--- config.mk ---
export PLATFORM = sky130hd
export DESIGN_NAME = prach_fft3_frame_seq_flat
export DESIGN_NICKNAME = d
export VERILOG_FILES = /design/src/rtl/prach_fft3_frame_seq_if.sv /design/src/rtl/prach_fft3_frame_seq.sv /design/src/flat_wrapper.sv
export SDC_FILE = /design/constraint.sdc
export NUM_CORES = 1
export LEC_CHECK = 0
export ABC_AREA = 1
export CAP_MARGIN = 20
export CORE_ASPECT_RATIO = 1.5
export CORE_MARGIN = 1
export CORE_UTILIZATION = 47
export DETAILED_ROUTE_END_ITERATION = 8
export GPL_ROUTABILITY_DRIVEN = 0
export GPL_TIMING_DRIVEN = 0
export PLACE_DENSITY = 0.8
export SLEW_MARGIN = 10
export SYNTH_ARGS = -nofsm -noshare
export SYNTH_HDL_FRONTEND = slang
export SYNTH_SLANG_ARGS = --single-unit
--- constraint.sdc ---
create_clock -name clk -period 2.1 [get_ports clk]
set_clock_uncertainty 0.05 [all_clocks]
set_input_delay 0.63 -clock clk [delete_from_list [all_inputs] [get_ports clk]]
set_output_delay 0.63 -clock clk [all_outputs]
set_load 0.03 [all_outputs]
--- src/rtl/prach_fft3_frame_seq_if.sv ---
// -----------------------------------------------------------------------------
// prach_fft3_frame_seq_if
//   Sample-stream bundle around the PRACH radix-3 frame sequencer.
//   s_*  : raw framed sample stream entering the sequencer.
//   bf_* : admitted, indexed sample stream leaving towards the butterfly.
//   Modports:
//     master : upstream side; drives s_*, observes bf_*.
//     slave  : the sequencer; consumes s_*, drives bf_*.
// -----------------------------------------------------------------------------
interface prach_fft3_frame_seq_if #(
   parameter int IDXW = 11
);
   logic signed [17:0] s_dr;
   logic signed [17:0] s_di;
   logic               s_dv;
   logic               s_sop;
   logic signed [17:0] bf_dr;
   logic signed [17:0] bf_di;
   logic               bf_dv;
   logic               bf_sync;
   logic [1:0]         bf_phase;
   logic [IDXW-1:0]    bf_idx;

   modport master (
      output s_dr, s_di, s_dv, s_sop,
      input  bf_dr, bf_di, bf_dv, bf_sync, bf_phase, bf_idx
   );

   modport slave (
      input  s_dr, s_di, s_dv, s_sop,
      output bf_dr, bf_di, bf_dv, bf_sync, bf_phase, bf_idx
   );
endinterface

--- src/rtl/prach_fft3_frame_seq.sv ---
// -----------------------------------------------------------------------------
// prach_fft3_frame_seq
//   Frame sequencer in front of the radix-3 DIT butterfly of the PRACH
//   long-format FFT. Admits only complete frames of N_FFT samples that start
//   with s_sop, tags each forwarded sample with index, triplet phase and a
//   sync pulse on sample 0, and reports completion, short frames and stalls.
//
//   Ports:
//     clk, rst_n   clock, synchronous active-low reset
//     en           frame admission enable (sop in IDLE, restart on short frame)
//     sif          slave side of the sample stream bundle (s_* in, bf_* out)
//     frame_done   pulse with sample N_FFT-1
//     err_short    pulse when s_sop arrives before the frame completed
//     err_timeout  pulse when a frame is aborted after TIMEOUT idle cycles
//     busy         high while in RUN
//     cnt_ok       completed frames, saturating
//     cnt_err      aborted frames, saturating
//
//   Every output is a register: one cycle from s_* to bf_*/status.
//   Constraints: N_FFT multiple of 3 and >= 3, 2^IDXW >= N_FFT, TIMEOUT >= 1.
// -----------------------------------------------------------------------------
module prach_fft3_frame_seq #(
   parameter int N_FFT   = 1536,
   parameter int IDXW    = 11,
   parameter int TIMEOUT = 64,
   parameter int CNTW    = 16
) (
   input  logic                 clk,
   input  logic                 rst_n,
   input  logic                 en,
   prach_fft3_frame_seq_if.slave sif,
   output logic                 frame_done,
   output logic                 err_short,
   output logic                 err_timeout,
   output logic                 busy,
   output logic [CNTW-1:0]      cnt_ok,
   output logic [CNTW-1:0]      cnt_err
);

   // Gap counter only has to reach TIMEOUT-1; the abort fires on that cycle.
   localparam int GAPW = (TIMEOUT > 1) ? $clog2(TIMEOUT) : 1;
   localparam logic [IDXW-1:0] IDX_LAST = IDXW'(N_FFT - 1);
   localparam logic [GAPW-1:0] GAP_LAST = GAPW'(TIMEOUT - 1);
   localparam logic [CNTW-1:0] CNT_MAX  = {CNTW{1'b1}};

   typedef enum logic [0:0] {
      ST_IDLE = 1'b0,
      ST_RUN  = 1'b1
   } state_t;

   state_t             state_q, state_d;
   logic [IDXW-1:0]    idx_q, idx_d;       // index the next in-frame sample gets
   logic [1:0]         phase_q, phase_d;   // triplet phase of the next sample
   logic [GAPW-1:0]    gap_q, gap_d;       // consecutive no-valid cycles in RUN

   logic signed [17:0] bf_dr_q, bf_dr_d;
   logic signed [17:0] bf_di_q, bf_di_d;
   logic               bf_dv_q, bf_dv_d;
   logic               bf_sync_q, bf_sync_d;
   logic [1:0]         bf_phase_q, bf_phase_d;
   logic [IDXW-1:0]    bf_idx_q, bf_idx_d;
   logic               frame_done_q, frame_done_d;
   logic               err_short_q, err_short_d;
   logic               err_timeout_q, err_timeout_d;
   logic               busy_q, busy_d;
   logic [CNTW-1:0]    cnt_ok_q, cnt_ok_d;
   logic [CNTW-1:0]    cnt_err_q, cnt_err_d;

   logic               fwd_s;
   logic               sync_s;
   logic [IDXW-1:0]    fidx_s;
   logic [1:0]         fphase_s;
   logic               done_s;
   logic               short_s;
   logic               tmo_s;

   // Frame state machine: decides admission, indexing, abort and completion.
   always_comb begin
      state_d  = state_q;
      idx_d    = idx_q;
      phase_d  = phase_q;
      gap_d    = gap_q;
      fwd_s    = 1'b0;
      sync_s   = 1'b0;
      fidx_s   = {IDXW{1'b0}};
      fphase_s = 2'd0;
      done_s   = 1'b0;
      short_s  = 1'b0;
      tmo_s    = 1'b0;
      case (state_q)
         ST_IDLE: begin
            if (sif.s_dv && sif.s_sop && en) begin
               fwd_s   = 1'b1;
               sync_s  = 1'b1;
               state_d = ST_RUN;
               idx_d   = IDXW'(1);
               phase_d = 2'd1;
               gap_d   = {GAPW{1'b0}};
            end else begin
               state_d = ST_IDLE;
            end
         end
         ST_RUN: begin
            if (sif.s_dv) begin
               // Any valid sample (even a short-frame sop) ends the stall.
               gap_d = {GAPW{1'b0}};
               if (sif.s_sop) begin
                  // Any sop in RUN is premature: the frame never completed.
                  short_s = 1'b1;
                  if (en) begin
                     fwd_s   = 1'b1;
                     sync_s  = 1'b1;
                     idx_d   = IDXW'(1);
                     phase_d = 2'd1;
                  end else begin
                     state_d = ST_IDLE;
                  end
               end else begin
                  fwd_s    = 1'b1;
                  fidx_s   = idx_q;
                  fphase_s = phase_q;
                  if (idx_q == IDX_LAST) begin
                     // Going IDLE now lets a sop on the next cycle start a frame.
                     done_s  = 1'b1;
                     state_d = ST_IDLE;
                  end else begin
                     idx_d   = idx_q + IDXW'(1);
                     phase_d = (phase_q == 2'd2) ? 2'd0 : phase_q + 2'd1;
                  end
               end
            end else begin
               if (gap_q == GAP_LAST) begin
                  tmo_s   = 1'b1;
                  state_d = ST_IDLE;
                  gap_d   = {GAPW{1'b0}};
               end else begin
                  gap_d = gap_q + GAPW'(1);
               end
            end
         end
         default: begin
            state_d = ST_IDLE;
         end
      endcase
   end

   // Next values of the registered outputs and saturating status counters.
   always_comb begin
      bf_dv_d       = fwd_s;
      bf_sync_d     = sync_s;
      frame_done_d  = done_s;
      err_short_d   = short_s;
      err_timeout_d = tmo_s;
      busy_d        = (state_d == ST_RUN);
      if (fwd_s) begin
         bf_dr_d    = sif.s_dr;
         bf_di_d    = sif.s_di;
         bf_phase_d = fphase_s;
         bf_idx_d   = fidx_s;
      end else begin
         bf_dr_d    = 18'sd0;
         bf_di_d    = 18'sd0;
         bf_phase_d = 2'd0;
         bf_idx_d   = {IDXW{1'b0}};
      end
      if (done_s && (cnt_ok_q != CNT_MAX)) begin
         cnt_ok_d = cnt_ok_q + CNTW'(1);
      end else begin
         cnt_ok_d = cnt_ok_q;
      end
      if ((short_s || tmo_s) && (cnt_err_q != CNT_MAX)) begin
         cnt_err_d = cnt_err_q + CNTW'(1);
      end else begin
         cnt_err_d = cnt_err_q;
      end
   end

   // State and output registers with synchronous active-low reset.
   always_ff @(posedge clk) begin
      if (!rst_n) begin
         state_q       <= ST_IDLE;
         idx_q         <= {IDXW{1'b0}};
         phase_q       <= 2'd0;
         gap_q         <= {GAPW{1'b0}};
         bf_dr_q       <= 18'sd0;
         bf_di_q       <= 18'sd0;
         bf_dv_q       <= 1'b0;
         bf_sync_q     <= 1'b0;
         bf_phase_q    <= 2'd0;
         bf_idx_q      <= {IDXW{1'b0}};
         frame_done_q  <= 1'b0;
         err_short_q   <= 1'b0;
         err_timeout_q <= 1'b0;
         busy_q        <= 1'b0;
         cnt_ok_q      <= {CNTW{1'b0}};
         cnt_err_q     <= {CNTW{1'b0}};
      end else begin
         state_q       <= state_d;
         idx_q         <= idx_d;
         phase_q       <= phase_d;
         gap_q         <= gap_d;
         bf_dr_q       <= bf_dr_d;
         bf_di_q       <= bf_di_d;
         bf_dv_q       <= bf_dv_d;
         bf_sync_q     <= bf_sync_d;
         bf_phase_q    <= bf_phase_d;
         bf_idx_q      <= bf_idx_d;
         frame_done_q  <= frame_done_d;
         err_short_q   <= err_short_d;
         err_timeout_q <= err_timeout_d;
         busy_q        <= busy_d;
         cnt_ok_q      <= cnt_ok_d;
         cnt_err_q     <= cnt_err_d;
      end
   end

   assign sif.bf_dr    = bf_dr_q;
   assign sif.bf_di    = bf_di_q;
   assign sif.bf_dv    = bf_dv_q;
   assign sif.bf_sync  = bf_sync_q;
   assign sif.bf_phase = bf_phase_q;
   assign sif.bf_idx   = bf_idx_q;
   assign frame_done   = frame_done_q;
   assign err_short    = err_short_q;
   assign err_timeout  = err_timeout_q;
   assign busy         = busy_q;
   assign cnt_ok       = cnt_ok_q;
   assign cnt_err      = cnt_err_q;

endmodule

--- src/flat_wrapper.sv ---
// flat-port wrapper written by rule: the top's interface ports become plain ports
module prach_fft3_frame_seq_flat 
#(
   parameter int N_FFT   = 1536,
   parameter int IDXW    = 11,
   parameter int TIMEOUT = 64,
   parameter int CNTW    = 16
)
  (clk, rst_n, en, frame_done, err_short, err_timeout, busy, cnt_ok, cnt_err, sif_s_dr, sif_s_di, sif_s_dv, sif_s_sop, sif_bf_dr, sif_bf_di, sif_bf_dv, sif_bf_sync, sif_bf_phase, sif_bf_idx);
  prach_fft3_frame_seq_if #(.IDXW(IDXW)) sif_i ();
  input  logic clk;
  input  logic rst_n;
  input  logic en;
  output logic frame_done;
  output logic err_short;
  output logic err_timeout;
  output logic busy;
  output logic [CNTW-1:0] cnt_ok;
  output logic [CNTW-1:0] cnt_err;
  input wire logic [$bits(sif_i.s_dr)-1:0] sif_s_dr;
  input wire logic [$bits(sif_i.s_di)-1:0] sif_s_di;
  input wire logic [$bits(sif_i.s_dv)-1:0] sif_s_dv;
  input wire logic [$bits(sif_i.s_sop)-1:0] sif_s_sop;
  output wire logic [$bits(sif_i.bf_dr)-1:0] sif_bf_dr;
  output wire logic [$bits(sif_i.bf_di)-1:0] sif_bf_di;
  output wire logic [$bits(sif_i.bf_dv)-1:0] sif_bf_dv;
  output wire logic [$bits(sif_i.bf_sync)-1:0] sif_bf_sync;
  output wire logic [$bits(sif_i.bf_phase)-1:0] sif_bf_phase;
  output wire logic [$bits(sif_i.bf_idx)-1:0] sif_bf_idx;
  assign sif_i.s_dr = sif_s_dr;
  assign sif_i.s_di = sif_s_di;
  assign sif_i.s_dv = sif_s_dv;
  assign sif_i.s_sop = sif_s_sop;
  assign sif_bf_dr = sif_i.bf_dr;
  assign sif_bf_di = sif_i.bf_di;
  assign sif_bf_dv = sif_i.bf_dv;
  assign sif_bf_sync = sif_i.bf_sync;
  assign sif_bf_phase = sif_i.bf_phase;
  assign sif_bf_idx = sif_i.bf_idx;
  prach_fft3_frame_seq #(.N_FFT(N_FFT), .IDXW(IDXW), .TIMEOUT(TIMEOUT), .CNTW(CNTW)) u_core (.clk(clk), .rst_n(rst_n), .en(en), .sif(sif_i), .frame_done(frame_done), .err_short(err_short), .err_timeout(err_timeout), .busy(busy), .cnt_ok(cnt_ok), .cnt_err(cnt_err));
endmodule
Yosys cells after proc, flatten, opt, wreduce, memory -nomap -nowiden
Index checks and enable logic that the tools add are counted.

Register bits after elaboration: 106. Bits of input ports: 41. Logic and storage cells: 81.

$add $sub $neg: 5. Eq/ne operators: 9. Mux-type cells: 40. Bitwise operators: 4. Reduce and logical (&&, ||, !) cells: 8.

Operators with widths (count): $mux 11 (5); $add 16x1->16 const B (2); $ne 16x16->1 const B (2); $pmux 11 s2 (1); $mux 1 (20); $mux 6 (3); $mux 2 (6); $pmux 6 s2 (1); $add 11x1->11 const B (1); $eq 11x11->1 const B (1); $add 6x1->6 const B (1); $eq 6x6->1 const B (1); $ne 3x3->1 const B (2); $pmux 1 s2 (3); $reduce_or 5->1 (1); $logic_and 1x1->1 (4); $not 1->1 (4); $pmux 2 s2 (1); $reduce_and 4->1 (1); $add 2x1->2 const B (1); $eq 2x2->1 const B (1); $ne 2x1->1 const B (1); $ne 2x2->1 const B (1); $reduce_and 2->1 (1); $logic_or 1x1->1 (1).

Longest topological paths before layout
Gate-level depths: netlist of the first run.

Depth in word-level cells: 6. Depth in mapped cells: 11. Depth with buffers taken out: 11.

Least setup slack after synthesis of the first run
OpenSTA, ideal clock, no wires.

Kind: flip-flop to flip-flop. From: register u_core.cnt_err_q[0] (netlist: u_core.cnt_err[0]). To: register u_core.cnt_err_q[3] (netlist: u_core.cnt_err[3]). Library setup time: 0.132 ns. Arrival time: 1.664 ns. Data required time: 1.918 ns. Slack: 0.254 ns. Stages on the path, launching flop included: 10. Buffers on the path: 1. Cell sequence: dfxtp_1 -> ha_1 -> nand3_2 -> nor3_4 -> nand3_2 -> nand2_2 -> inv_2 -> buf_6 -> nand2_1 -> a21oi_2.

Word-level cells in the longest chain between the ends: 2. Elaborated cells between the ends (all ways): 3. Those cells by class: add/sub: 1; eq/ne: 1; reduce/logical: 1.

RTL lines: start, declared (RTL line prach_fft3_frame_seq.sv:67) `logic [CNTW-1:0] cnt_err_q, cnt_err_d;`; start signal, assigned (RTL line prach_fft3_frame_seq.sv:196) `cnt_err_q <= {CNTW{1'b0}};`; start signal, assigned (RTL line prach_fft3_frame_seq.sv:213) `cnt_err_q <= cnt_err_d;`; parallel branches: the longest is 2 deep, another holds $add 16x1->16.

Parallel ways; which one is timed is not known. A chain may end at the register's enable or synchronous reset.

Worst setup path in the final report of the first run
From: register u_core.cnt_ok_q[3] (netlist: u_core.cnt_ok[3]). To: output cnt_ok[3].

RTL lines: start, declared (RTL line prach_fft3_frame_seq.sv:66) `logic [CNTW-1:0] cnt_ok_q, cnt_ok_d;`; start signal, assigned (RTL line prach_fft3_frame_seq.sv:195) `cnt_ok_q <= {CNTW{1'b0}};`; start signal, assigned (RTL line prach_fft3_frame_seq.sv:212) `cnt_ok_q <= cnt_ok_d;`; end, declared (RTL line flat_wrapper.sv:18) `output logic [CNTW-1:0] cnt_ok;`.

No word-level cell between the ends.

==> summary.md, run 1 <==
| Metric | Value |
|---|---|
| Outcome | finished clean |
| Effective utilization at floorplan | 0.486 |
| Sequential cell area fraction in the yosys report | 0.492 |
| Chip height | 119 um |
| Max_slew headroom | 0.587 |
| Io pins | 128 |
| Measured slew at the worst slew-check pin | 0.620 ns |
| Net Count, Synth | 623 |
| Required @ worst endpoint | 1.42 ns |
| # clock sinks | 106 |
| Family of cells with the greatest summed delay on the critical path | buffers and inverters |
| Area growth from synthesis to final layout | 41.9% |
| Adder-cell share of the synthesized area | 0.0116 |
| Fin Hold WS | just under 0.4 ns |
| Number of synthesized register bits | 106 |
| Clk Tree Root Cell | sky130_fd_sc_hd__clkbuf_16 |
| Average cell area after synthesis | about 7.5 sq um |
| Width of the chip | roughly 80 um |
| Share of Yosys cell area claimed by the top area cell type | 0.492 |
| Inserted Clock Buffers | 9 |
| Number of buffers on the longest clock path | 2 |
| Clock tree from TritonCTS | yes |
| H-tree Lvls | 3 |
| Antenna Diode Count | 0 |
| DRC viols | 0 |
| Total iterations of the first detailed-routing run | 4 |
| Number of antenna violations at the first check in global routing | 0 |
| Mux cell area share after synthesis | 0 |
| Clock-pin transition on the worst setup and hold timing paths | roughly 0.070 ns |
| Rows | between 40 and 50 |
| HPWL after DPL | 7.55 mm |
| Number of hold buffers added after cts | 0 |
| Via density per instance | 4.82 |
| Buffering stage count on the worst path with inverters included | 1 |
| Biggest area contributors in the synthesized netlist | sky130_fd_sc_hd__dfxtp_1, sky130_fd_sc_hd__nor2_1, sky130_fd_sc_hd__nand2_1 |
| Commonest non-fill, non-tap cells in the layout | sky130_fd_sc_hd__nor2_1, sky130_fd_sc_hd__nand2_1, sky130_fd_sc_hd__dfxtp_1 |
| Clock latency at the later pin of the worst-skew pair | 0.34 ns |
| Arrival time at the worst endpoint | 1.39 ns |
| Critical setup path kind | reg2out |
| Proportion of layout cells with a drive suffix above 1 | 0.0769 |
| Yosys synthesis warning count | 0 |
| Via count of the first global-routing pass | 3977 |
| Via count of the routed design | between 4000 and 5000 |
| Cell area after synthesis | approximately 4300 sq um |
| Net count of the finished layout | between 700 and 800 |
| Number of max-cap violations | 0 |
| Count of buffers inserted at the top-level ports | about 130 |
| Summed negative setup slack over all endpoints | 0 ns |
| Worst supply voltage drop on vdd | 621 uV |
| Cell area after layout | 6120 sq um |
| Instance count of the mapped netlist | roughly 580 |
| Largest net degree at the start of global routing | 17 |
| Delay of the slowest cell on the worst path | 0.69 ns |
| Share of synthesized registers carrying an async set or reset | 0 |
| Library cells used by synthesis | 35 |
| Total routing usage reported by global routing | 0.223 |
| Compound-Gate Fraction of Synth Area | 0.0548 |
| Area post-placement | 5720 sq um |
| Power per standard cell area | 684 nW/um^2 |
| Wire length of the first global-routing pass | 16.6 mm |
| Fin crit period | 2.07 ns |
| Routed wire length | about 10 mm |
| CP max-delay cell | sky130_fd_sc_hd__clkdlybuf4s50_1 |
| Largest area contributor in the synthesized netlist | sky130_fd_sc_hd__dfxtp_1 |
| Type of origin of the critical path | flop |
| Hold Crit Class | reg2reg |
| Number of violations reported at the end of detailed-routing iteration 0 | 227 |
| Most common cell after layout, fill and taps aside | sky130_fd_sc_hd__nor2_1 |
| Final cell utilization of the core | 0.689 |
| Maximum fanout along the worst path | 3 |
| CP Cell Sequence | clkdlybuf4s50_1 |
| Dominant combinational cell family by area after synthesis | simple AND/OR/NAND/NOR gates |
| Xor and xnor area share after synthesis | 0.0304 |
| Setup slack of the worst register-to-register path | 0.22 ns |
| Global route overflow | 0 |
| Post-route clock period utilization | 0.983 |
| Simple-gate area share of the yosys netlist | 0.311 |
| Post-synth EDFFs | 0 |
| Highest clock rate | about 480 MHz |
| Most instantiated flip-flop cell in the synthesis netlist | sky130_fd_sc_hd__dfxtp_1 |
| Average detailed-routed wire length per instance | 12.0 um |
| Reported leakage power | 2.68 nW |
| Critical path capture point type | output port |
| Final-layout fill cell count | 722 |
| Number of routed nets with antenna violations | 0 |
| Max Slew Vio Count | 0 |
| Total count of hold-check failures in the final report | 0 |
| DIE AREA | 9580 sq um |
| Setup violation total in the final timing report | 0 |
| Core area | 8880 sq um |
-- metal layers --
layer,part of all wire,GRT usage,vias to the layer above
met4,0.022,0.124,0
li1,-,-,2057
met2,0.53,0.393,133
met5,0,0,-
met1,0.37,0.224,1826
met3,0.074,0.0751,21
-- path summary, 6_finish.rpt --
check              startpoint                   end  cells past startpoint
max reg2reg  u_core.cnt_ok[0]     u_core.cnt_ok[13]                     10
min reg2reg   u_core.idx_q[7]  u_core.sif.bf_idx[7]                      2
min           u_core.idx_q[7]  u_core.sif.bf_idx[7]                      2
max          u_core.cnt_ok[3]             cnt_ok[3]                      1
-- kinds of logic after synthesis --
kind of cell / after synthesis
flops: 106
buf+inv: 106
xor+xnor: 15
simple gates: 305
compound gates: 42
fa+ha+maj: 4
-- final cells by class --
class / instances / area [sq um] / area share
Buffer: 11 / 76.3 / 0.0125
Clock buffer: 11 / 233 / 0.0380
Inverter: 95 / 357 / 0.0582
Timing Repair Buffer: 134 / 1310 / 0.214
Multi-Input combinational cell: 366 / 1780 / 0.291
Clock inverter: 5 / 103 / 0.0168
Tap cell: 110 / 138 / 0.0225
Sequential cell: 106 / 2120 / 0.347
-- sequential cells by signal, indices dropped and copies added, names as in the netlist --
signal               flops
u_core.busy              1
u_core.cnt_err          16
u_core.cnt_ok           16
u_core.err_short         1
u_core.err_timeout       1
u_core.frame_done        1
u_core.gap_q             6
u_core.idx_q            11
u_core.phase_q           2
u_core.sif.bf_di        18
u_core.sif.bf_dr        18
u_core.sif.bf_dv         1
u_core.sif.bf_idx       11
u_core.sif.bf_phase      2
u_core.sif.bf_sync       1
-- tightest hold or removal path, cell delays in order (launching register included) --
cell and delay [ns]:
sky130_fd_sc_hd__dfxtp_1 0.32, sky130_fd_sc_hd__inv_1 0.05, sky130_fd_sc_hd__nor2_1 0.03
-- Yosys cell counts, types with 2 or more instances --
cell / number
sky130_fd_sc_hd__inv_1: 91
sky130_fd_sc_hd__nor2_2: 4
sky130_fd_sc_hd__a21oi_2: 4
sky130_fd_sc_hd__nand2_2: 4
sky130_fd_sc_hd__nor2_1: 127
sky130_fd_sc_hd__o21bai_1: 4
sky130_fd_sc_hd__a21oi_1: 23
sky130_fd_sc_hd__nor3_1: 10
sky130_fd_sc_hd__xnor2_1: 2
sky130_fd_sc_hd__dfxtp_1: 106
sky130_fd_sc_hd__clkbuf_1: 4
sky130_fd_sc_hd__buf_6: 3
sky130_fd_sc_hd__nand3_1: 24
sky130_fd_sc_hd__nand3_2: 3
sky130_fd_sc_hd__ha_1: 4
sky130_fd_sc_hd__buf_4: 3
sky130_fd_sc_hd__nor3_2: 2
sky130_fd_sc_hd__nand2_1: 109
sky130_fd_sc_hd__nand4_1: 12
sky130_fd_sc_hd__inv_2: 3
sky130_fd_sc_hd__xor2_1: 13
sky130_fd_sc_hd__o21ai_0: 9
sky130_fd_sc_hd__nor3b_1: 2
-- repair_timing --
item,CTS,global route
buffers inserted,0,7
gates resized for setup,27,12
setup endpoints to repair,61,66
pin swaps,1,3
-- power breakdown --
| part | switching (mW) | leakage, nW | internal, mW |
|---|---|---|---|
| Clock | 0.723 | 0.160 | 1.16 |
| Sequential | 0.0112 | 0.856 | 2.03 |
| Combinational | 0.133 | 1.67 | 0.124 |
-- through the flow --
stage | power, mW | instances | worst slack (ns)
3_3_place_gp | 2.34 | 815 | -0.478
5_1_grt | 4.33 | 838 | -0.00392
4_1_cts | 4.22 | 831 | 0.000225
3_5_place_dp | 2.34 | 815 | -0.515
6_report | 4.19 | 838 | 0.0349
2_1_floorplan | 2.20 | 578 | 0.254
No activity file was read; power rests on OpenSTA's default activity.
==> run 2: changes to the inputs <==
--- a/config.mk
+++ b/config.mk
@@ -7,14 +7,14 @@
 export LEC_CHECK = 0
 export ABC_AREA = 1
 export CAP_MARGIN = 20
-export CORE_ASPECT_RATIO = 1.5
+export CORE_ASPECT_RATIO = 0.75
 export CORE_MARGIN = 1
 export CORE_UTILIZATION = 47
 export DETAILED_ROUTE_END_ITERATION = 8
 export GPL_ROUTABILITY_DRIVEN = 0
 export GPL_TIMING_DRIVEN = 0
 export PLACE_DENSITY = 0.8
-export SLEW_MARGIN = 10
+export SLEW_MARGIN = 5
 export SYNTH_ARGS = -nofsm -noshare
 export SYNTH_HDL_FRONTEND = slang
 export SYNTH_SLANG_ARGS = --single-unit
==> summary.md, run 2 (synthesis gave the netlist of run 1 again) <==
| Metric | Value |
|---|---|
| Critical path capture point type | output port |
| GRT met3 Usage | 0.0614 |
| Summed negative setup slack over all endpoints | 0 ns |
| Via count of the first global-routing pass | 3720 |
| Net count of the finished layout | 765 |
| Total iterations of the first detailed-routing run | 5 |
| Critical setup path kind | reg2out |
| Core area | just under 9000 sq um |
| Arrival time at the worst endpoint | about 1.4 ns |
| Max_slew headroom | 0.575 |
| Effective utilization at floorplan | 0.498 |
| HPWL after DPL | 7.86 mm |
| H-tree Lvls | 3 |
| Terminating pin of the worst hold path | u_core.sif.bf_phase[0] |
| Count of buffers inserted at the top-level ports | 127 |
| Max Slew Vio Count | 0 |
| Final cell utilization of the core | 0.701 |
| Critical R2R Launch | u_core.cnt_ok[0] |
| Via density per instance | 4.84 |
| Clock tree from TritonCTS | yes |
| Family of cells with the greatest summed delay on the critical path | buffers and inverters |
| Total count of hold-check failures in the final report | 0 |
| Number of violations reported at the end of detailed-routing iteration 0 | ~270 |
| Final-layout fill cell count | 694 |
| Required @ worst endpoint | 1.42 ns |
| Routed wire length | 10.4 mm |
| Maximum fanout along the worst path | 1 |
| Setup slack of the worst register-to-register path | 0.24 ns |
| Destination of the worst register-to-register timing path | u_core.cnt_ok[0] |
| Worst Hold Path Cells | 2 |
| Type of origin of the critical path | flop |
| Fin crit period | 2.06 ns |
| # clock sinks | 106 |
| Delay of the slowest cell on the worst path | between 0.6 and 0.7 ns |
| Measured slew at the worst slew-check pin | ~0.64 ns |
| Average detailed-routed wire length per instance | 12.5 um |
| Largest net degree at the start of global routing | 16 |
| Met2 GRT Util | 0.369 |
| Proportion of layout cells with a drive suffix above 1 | 0.0760 |
| Setup violation total in the final timing report | 0 |
| Width of the chip | 113 um |
| CP Cell Sequence | clkdlybuf4s50_1 |
| CP max-delay cell | sky130_fd_sc_hd__clkdlybuf4s50_1 |
| Worst supply voltage drop on vdd | 449 uV |
| Via count of the routed design | 4029 |
| Reg2Reg Depth | 9 |
| Outcome | finished clean |
| Most utilized layer in the global route result | met2 |
| Chip height | 85.0 um |
| Number of antenna violations at the first check in global routing | 0 |
| Global route overflow | 0 |
| DRC viols | 0 |
| Routing usage on met1 | 0.285 |
| Post-route clock period utilization | 0.982 |
| Area growth from synthesis to final layout | 40.9% |
| Inserted Clock Buffers | 9 |
| Antenna Diode Count | 0 |
| DIE AREA | between 9000 and 10000 sq um |
| Most common cell after layout, fill and taps aside | sky130_fd_sc_hd__nor2_1 |
| Wire length of the first global-routing pass | ~17 mm |
| Io pins | between 100 and 150 |
| Clock-pin transition on the worst setup and hold timing paths | 0.07 ns |
| Number of routed nets with antenna violations | 0 |
| Rows | 29 |
| Reported leakage power | roughly 2.7 nW |
| Highest clock rate | about 480 MHz |
| Inst Count DP | 813 |
| Buffering stage count on the worst path with inverters included | 1 |
| Number of max-cap violations | 0 |
| Hold Crit Class | reg2reg |
| Number of buffers on the longest clock path | 2 |
| Final instance count without filler cells | roughly 830 |
| Clock latency at the later pin of the worst-skew pair | 0.34 ns |
| Commonest non-fill, non-tap cells in the layout | sky130_fd_sc_hd__nor2_1, sky130_fd_sc_hd__nand2_1, sky130_fd_sc_hd__dfxtp_1 |
| Total routing usage reported by global routing | 0.223 |
| Power per standard cell area | between 600 and 700 nW/um^2 |
| Clk Tree Root Cell | sky130_fd_sc_hd__clkbuf_16 |
| Startpoint of the worst hold path | u_core.phase_q[0] |
run 2: cell count changes in the layout (fill, tap and decap cells not counted), moves of 2 or more:
cell	change
sky130_fd_sc_hd__inv_2	+2
sky130_fd_sc_hd__buf_4	-3
sky130_fd_sc_hd__bufinv_16	-2
sky130_fd_sc_hd__nand2_2	-2
sky130_fd_sc_hd__clkdlybuf4s50_1	-2
sky130_fd_sc_hd__inv_1	-2
sky130_fd_sc_hd__clkbuf_8	+3
run 2: repair_timing:
| action | in CTS | in global routing |
|---|---|---|
| pin swaps | 0 | 1 |
| hold buffers | 0 | 0 |
| endpoints found under the hold margin | 0 | 0 |
| gates resized for setup | 27 | 16 |
| buffers inserted | 0 | 4 |
| setup endpoints to repair | 55 | 66 |
run 2: power breakdown:
| group | switching (mW) | total, mW | leakage [nW] | internal (mW) |
|---|---|---|---|---|
| Combinational | 0.131 | 0.254 | 1.68 | 0.122 |
| Clock | 0.684 | 1.70 | 0.152 | 1.01 |
| Sequential | 0.0110 | 2.04 | 0.856 | 2.03 |
| Total | 0.826 | 4.00 | 2.69 | 3.17 |
run 2: final cells by class:
cell class | instances | area, sq um | share of cell area
clock buffers | 13 | 270 | 0.0445
clock inverters | 2 | 35.0 | 0.00576
repair buffers | 131 | 1290 | 0.212
flip-flops and latches | 106 | 2120 | 0.349
plain buffers | 11 | 76.3 | 0.0126
inverters | 95 | 357 | 0.0587
well taps | 108 | 135 | 0.0222
multi-input cells | 366 | 1790 | 0.295
run 2: how the worst max path moves through the flow:
stage,cells past startpoint,slack (ns),start,end
floorplan,9,0.25,u_core.cnt_err[0],u_core.cnt_err[3]
global placement,9,-0.40,sif_s_sop,u_core.sif.bf_di[4]
detailed placement,9,-0.40,sif_s_sop,u_core.sif.bf_di[11]
CTS,1,0.004,u_core.cnt_ok[11],cnt_ok[11]
global route,9,-0.007,sif_s_sop,u_core.cnt_ok[5]
finish,1,0.04,u_core.sif.bf_phase[0],sif_bf_phase[0]
run 2: metal layers:
| layer | part of all wire | vias up |
|---|---|---|
| li1 | - | 2049 |
| met2 | 0.48 | 132 |
| met1 | 0.45 | 1836 |
| met3 | 0.060 | 12 |
| met4 | 0.013 | 0 |
| met5 | 0 | - |
run 2: metrics by stage:
step	worst slack [ns]	cell area (sq um)	power (mW)	hold WS (ns)
2_1_floorplan	0.254	4320	2.20	0.371
3_3_place_gp	-0.402	5720	2.34	0.396
3_5_place_dp	-0.403	5720	2.34	0.409
4_1_cts	0.00413	6000	4.04	0.422
5_1_grt	-0.00709	6080	4.15	0.440
6_report	0.0380	6080	4.00	0.425
